--- config.mk ---
export PLATFORM = sky130hd
export DESIGN_NAME = set_packer
export DESIGN_NICKNAME = d
export VERILOG_FILES = /design/src/rtl/accel_buffer_pkg.sv /design/src/rtl/set_packer.sv
export SDC_FILE = /design/constraint.sdc
export NUM_CORES = 1
export LEC_CHECK = 0
export ABC_CLOCK_PERIOD_IN_PS = 2400
export BUFFER_PORTS_ARGS = -buffer_cell sky130_fd_sc_hd__buf_4
export CORE_UTILIZATION = 54
export CTS_CLUSTER_SIZE = 16
export DETAILED_ROUTE_END_ITERATION = 8
export PLACE_DENSITY_LB_ADDON = 0.25
export SLEW_MARGIN = 25
export SYNTH_ARGS = -nofsm -noshare
export SYNTH_HDL_FRONTEND = slang
export SYNTH_SLANG_ARGS = --single-unit
--- constraint.sdc ---
create_clock -name clk -period 2.4 [get_ports clk]
set_clock_uncertainty 0.15 [all_clocks]
set_input_delay 0.12 -clock clk [delete_from_list [all_inputs] [get_ports clk]]
set_output_delay 0.12 -clock clk [all_outputs]
set_load 0.005 [all_outputs]
--- src/rtl/accel_buffer_pkg.sv ---
// Types and defaults shared by set_packer and ring_buffer.
// A set is DATA_OF_SET lanes of DATA_WIDTH bits; lane 0 holds the first element.
package accel_buffer_pkg;

    localparam int unsigned DEF_DATA_OF_SET = 4;
    localparam int unsigned DEF_DATA_WIDTH  = 8;
    localparam int unsigned DEF_CNT_WIDTH   = 16;

    typedef logic [DEF_DATA_OF_SET-1:0][DEF_DATA_WIDTH-1:0] set_t;

    typedef enum logic {
        StEmpty,
        StPend
    } pend_state_e;

endpackage

--- src/rtl/set_packer.sv ---
// Packs a serial element stream into fixed-width sets for ring_buffer.
// A single pending-set register decouples assembly from full_flag back-pressure.
module set_packer
    import accel_buffer_pkg::*;
#(
    parameter int unsigned DATA_OF_SET = DEF_DATA_OF_SET,
    parameter int unsigned DATA_WIDTH  = DEF_DATA_WIDTH,
    parameter int unsigned CNT_WIDTH   = DEF_CNT_WIDTH
) (
    input  logic                                   clk,
    input  logic                                   rst,
    input  logic                                   s_valid,
    output logic                                   s_ready,
    input  logic [DATA_WIDTH-1:0]                  s_data,
    input  logic                                   s_last,
    input  logic                                   full_flag,
    output logic                                   wen,
    output logic [DATA_OF_SET-1:0][DATA_WIDTH-1:0] din,
    output logic [CNT_WIDTH-1:0]                   set_count,
    output logic                                   busy
);

    localparam int unsigned LaneW = $clog2(DATA_OF_SET);
    localparam logic [LaneW-1:0] LastLane = LaneW'(DATA_OF_SET - 1);

    typedef logic [DATA_OF_SET-1:0][DATA_WIDTH-1:0] lanes_t;

    pend_state_e          state_q, state_d;
    logic [LaneW-1:0]     lane_idx_q, lane_idx_d;
    lanes_t               lanes_q, lanes_d;
    lanes_t               pend_data_q, pend_data_d;
    lanes_t               assembled;
    logic [CNT_WIDTH-1:0] set_count_q, set_count_d;
    logic                 pend_valid;
    logic                 accept;
    logic                 complete;

    always_comb begin
        pend_valid = (state_q == StPend);
        s_ready    = !(pend_valid && full_flag);
        wen        = pend_valid && !full_flag;
        accept     = s_valid && s_ready;
        complete   = accept && ((lane_idx_q == LastLane) || s_last);

        // Lanes above the incoming element are zero so an early s_last yields a padded set.
        assembled             = lanes_q;
        assembled[lane_idx_q] = s_data;
        for (int unsigned i = 0; i < DATA_OF_SET; i++) begin
            if (LaneW'(i) > lane_idx_q) begin
                assembled[i] = '0;
            end
        end

        state_d     = state_q;
        lane_idx_d  = lane_idx_q;
        lanes_d     = lanes_q;
        pend_data_d = pend_data_q;
        set_count_d = set_count_q;

        if (wen) begin
            set_count_d = set_count_q + CNT_WIDTH'(1);
            state_d     = StEmpty;
        end

        if (accept) begin
            if (complete) begin
                pend_data_d = assembled;
                state_d     = StPend;
                lane_idx_d  = '0;
                lanes_d     = '0;
            end else begin
                lanes_d    = assembled;
                lane_idx_d = lane_idx_q + LaneW'(1);
            end
        end

        din       = pend_data_q;
        set_count = set_count_q;
        busy      = (lane_idx_q != '0) || pend_valid;
    end

    always_ff @(posedge clk) begin
        if (rst) begin
            state_q     <= StEmpty;
            lane_idx_q  <= '0;
            lanes_q     <= '0;
            pend_data_q <= '0;
            set_count_q <= '0;
        end else begin
            state_q     <= state_d;
            lane_idx_q  <= lane_idx_d;
            lanes_q     <= lanes_d;
            pend_data_q <= pend_data_d;
            set_count_q <= set_count_d;
        end
    end

endmodule

==> impl.org <==
** Outcome
- Result of the run :: finished, final reports clean

** Route
- Final WL :: about 7600 um
- First-pass iteration count of the detailed router :: 4
- Summed over all nets, wire length on met2 after detailed routing comes to roughly 3700 um.
- Count of vias placed by the detailed router :: around 2.9k
- In the routed layout, each cell is associated on average with a via count of approximately 5.6.
- Wire length on met3 :: roughly 440 um
- Count of unresolved DRC violations after routing :: 0
- Remaining number of nets flagged by the antenna check after routing :: 0
- After detailed routing, the wire length on met1 is 3230 um.
- Highest layer used for signal routing :: met4
- Drt first-iter violations :: approximately 130
- Average wire per standard cell :: roughly 15 um

** Setup path
- STA puts the critical path data arrival time at 2040 ps.
- Type of the setup path with the least slack :: register to register
- Critical path required time :: 2480 ps
- Crit Path Max Fanout :: 7
- The most critical setup path has its startpoint at set_count[0]$_SDFFE_PP0P_.
- Destination of the worst register-to-register timing path :: set_count[14]$_SDFFE_PP0P_
- STA classifies the critical path endpoint as a register.
- In this run the critical register-to-register path is launched from set_count[0]$_SDFFE_PP0P_.
- STA classifies the critical path startpoint as a register.
- The worst register-to-register path has a setup slack of between 400 and 500 ps.
- Worst reg2reg path depth :: 5

** Synth
- Synthesis produced a netlist with a net count of 385.
- For this run, the number of Yosys warnings is 0.
- The synthesized design contains 0 enable-type register cells.
- Number of distinct library cell variants in the gate-level netlist after synthesis :: 36
- For this run, asynchronously set or reset flops after synthesis account for 0%.
- Dominant register cell in the synthesized netlist :: dfxtp_1
- Netlist area before placement :: about 3200 um^2
- Cell taking the most area after synthesis :: dfxtp_1
- The share of the Yosys chip area taken by registers is between 40 and 50%.
- Yosys top cell area share :: roughly 48%
- Post-Synthesis Cells :: about 370
- Count of state elements after synthesis :: 76
- Biggest area contributors in the synthesized netlist :: dfxtp_1, nor2_1, a22oi_1, nand2_1, mux2i_1
- A synthesized cell averages a little under 9 um^2.

** Layout
- After the last flow step, the layout net total stands at roughly 450.
- Fraction of final layout cells sized beyond drive strength 1 :: around 22%
- N_diodes :: 0
- Count of filler cells inserted in the layout :: ~450
- Area growth from synthesis to layout :: 27.4%

** Flow run
- Across the run, the number of max-cap violations was 0.

** Global route
- Entering global routing, the biggest net connects just under 60 pins.
- Summed over all layers, the global routing overflow is 0.
- Total GRT Usage :: 26.1%
- First-pass GRT wire length :: 12300 um
- Vias in the first global route :: around 2.7k
- The number of antenna violations at the first check in global routing came to 0.

** Place
- Hpwl dp :: just over 5000 um
- Final GP Congestion :: between 0.8 and 0.9
- Pre-CTS setup slack :: between 400 and 500 ps
- Port buffering added 63 buffers.

** Clock tree
- Clock-pin slew was measured on the worst setup and hold paths at about 80 ps.
- In this run, CTS created clock tree buffers numbering 9.
- CTS H-tree lvls :: 3
- For the worst-skew pair, the clock arrives at the later sink with an insertion delay of ~350 ps.
- TritonCTS built the clock tree.
- Buffer cell driving the clock tree root :: clkbuf_8
- The clock passes through at most 2 buffers.
- Number of clock sinks seen by CTS :: 76
- In this run the post-CTS setup repair buffer count came out at 0.

** Hold path
- The worst hold path terminates at lanes_q[4]$_SDFFE_PP0P_.
- The worst hold path begins at rst.
- The tightest min-delay check is of the input pin to register type.
- Counting instances, the worst hold path has a depth of 2.

** Timing
- Share of the clock period used by the worst path :: between 80% and 90%
- Setup slack on the critical path of the routed design comes to approximately 430 ps.
- Total Neg Setup Slack :: 0 ps
- Subtracting the final worst setup slack from the clock period gives ~2000 ps.
- The number of max-slew violations in the final report is 0.
- Hold timing on the final database bottoms out at a slack of 89.6 ps.
- Worst-margin pin slew :: 572 ps
- Number of failing setup endpoints in the final timing report :: 0
- Based on the critical path, the design can be clocked at up to just over 0.5 GHz.
- Setup repair after global routing left no endpoint under its margin.
- The final number of hold-violating endpoints came to 0.
- Slew margin rel. :: roughly three fifths

** Die
- The die is around 79 um wide.
- The floorplan step defined a die boundary enclosing about 6200 um^2.
- The core region is approximately 5600 um^2.
- I/O Pins :: 64
- For this configuration, the core starts out at a cell density of between 50% and 60%.
- Vertical die dimension :: approximately 80 um
- The floorplan has 27 rows.

** Power and ir drop
- Reported leakage power :: roughly 1.7 nW
- Worst VDD drop :: 0.465 mV
- Power per Cell Area :: between 600 and 700 nW/um^2
## cell usage in the layout, fill, tap and decap left out, types with 2 or more instances in the layout
cell type       n
dfxtp_1        76
buf_4          73
nor2_1         66
nand2_1        53
a22oi_1        33
a21oi_1        20
mux2i_1        17
clkbuf_8       12
o21ai_0         9
dlygate4sd3_1   9
a211oi_1        8
xnor2_1         8
nand3_1         6
ha_1            6
nor2b_1         4
inv_1           4
nor3_1          4
mux2_1          3
nand2b_1        2
and3_1          2
and2_1          2
nand4_1         2
nor4_1          2
xor2_1          2
clkinv_2        2
bufinv_16       2
## logic make-up (layout without fill, tap and decap cells)
| group | Yosys count | after routing | synth area share (%) |
|---|---|---|---|
| xor gates and xnor gates | 10 | 10 | 2.76 |
| DFF | 76 | 76 | 47.9 |
| AOI/OAI and AO/OA | 75 | 75 | 15.5 |
| and+or+nand+nor | 150 | 150 | 21.1 |
| buffers and inverters | 28 | 102 | 3.51 |
| muxes | 21 | 21 | 6.78 |
| adders and majority gates | 6 | 6 | 2.37 |
## worst max-delay path by stage
| stage | slack, ps | cells past startpoint | to |
|---|---|---|---|
| floorplan | 270 | 7 | lanes_q[0]$_SDFFE_PP0P_ |
| global placement | 600 | 5 | set_count[14]$_SDFFE_PP0P_ |
| detailed placement | 480 | 5 | set_count[14]$_SDFFE_PP0P_ |
| CTS | 440 | 5 | set_count[14]$_SDFFE_PP0P_ |
| global route | 350 | 5 | set_count[14]$_SDFFE_PP0P_ |
| finish | 430 | 5 | set_count[14]$_SDFFE_PP0P_ |
## final cells by class
cell class / instances / area, um^2 / area share, %
sequential: 76 / 1520 / 37.6
inverter: 4 / 15.0 / 0.371
clock buffer: 12 / 165 / 4.09
multi-input combinational: 262 / 1540 / 38.2
clock inverter: 4 / 70.1 / 1.73
tap: 72 / 90.1 / 2.23
timing repair buffer: 82 / 638 / 15.8
## power by group
| part | internal, mW | switching, mW | leakage [nW] | total, mW |
|---|---|---|---|---|
| Sequential | 1.28 | 0.0139 | 0.615 | 1.29 |
| Combinational | 0.0903 | 0.125 | 0.916 | 0.216 |
| Clock | 0.667 | 0.453 | 0.122 | 1.12 |
| Total | 2.04 | 0.593 | 1.65 | 2.63 |
## metrics by stage
stage	area, um^2	power, mW	util (%)	cells
floorplan	3170	1.44	-	366
global placement	3720	1.52	66.7	487
detailed placement	3720	1.52	66.7	487
CTS	4040	2.65	72.5	512
global route	4040	2.72	72.5	512
finish	4040	2.63	72.5	512
## layer usage
metal / vias up / global-route usage [%]
li1: 1393 / -
met1: 1325 / 30.5
met2: 107 / 43.0
met3: 25 / 6.74
met4: 0 / 15.2
met5: - / 0
## timing repair
item | 4_1_cts | 5_1_grt
endpoints found under the hold margin | 17 | 0
hold buffers | 9 | 0
resized for setup | 0 | 0
## sequential cells by signal (all words and copies together), names as in the netlist
signal	count
din	32
lanes_q	25
set_count	16
lane_idx_q	2
pend_valid	1
## synthesized netlist by cell type (5+ instances only)
cell and instances:
dfxtp_1 76, nor2_1 67, nand2_1 53, a22oi_1 33
a21oi_1 20, clkbuf_1 17, mux2i_1 17, o21ai_0 9
a211oi_1 8, xnor2_1 8, ha_1 6, nand3_1 6
buf_2 5
## critical path: stages (launching register included)
cell and delay [ps]:
dfxtp_1 440, ha_1 210, nand3b_2 170, nor4_2 420, nand3_1 140, mux2_1 320
Note: power is estimated with default switching activity, not from simulation.
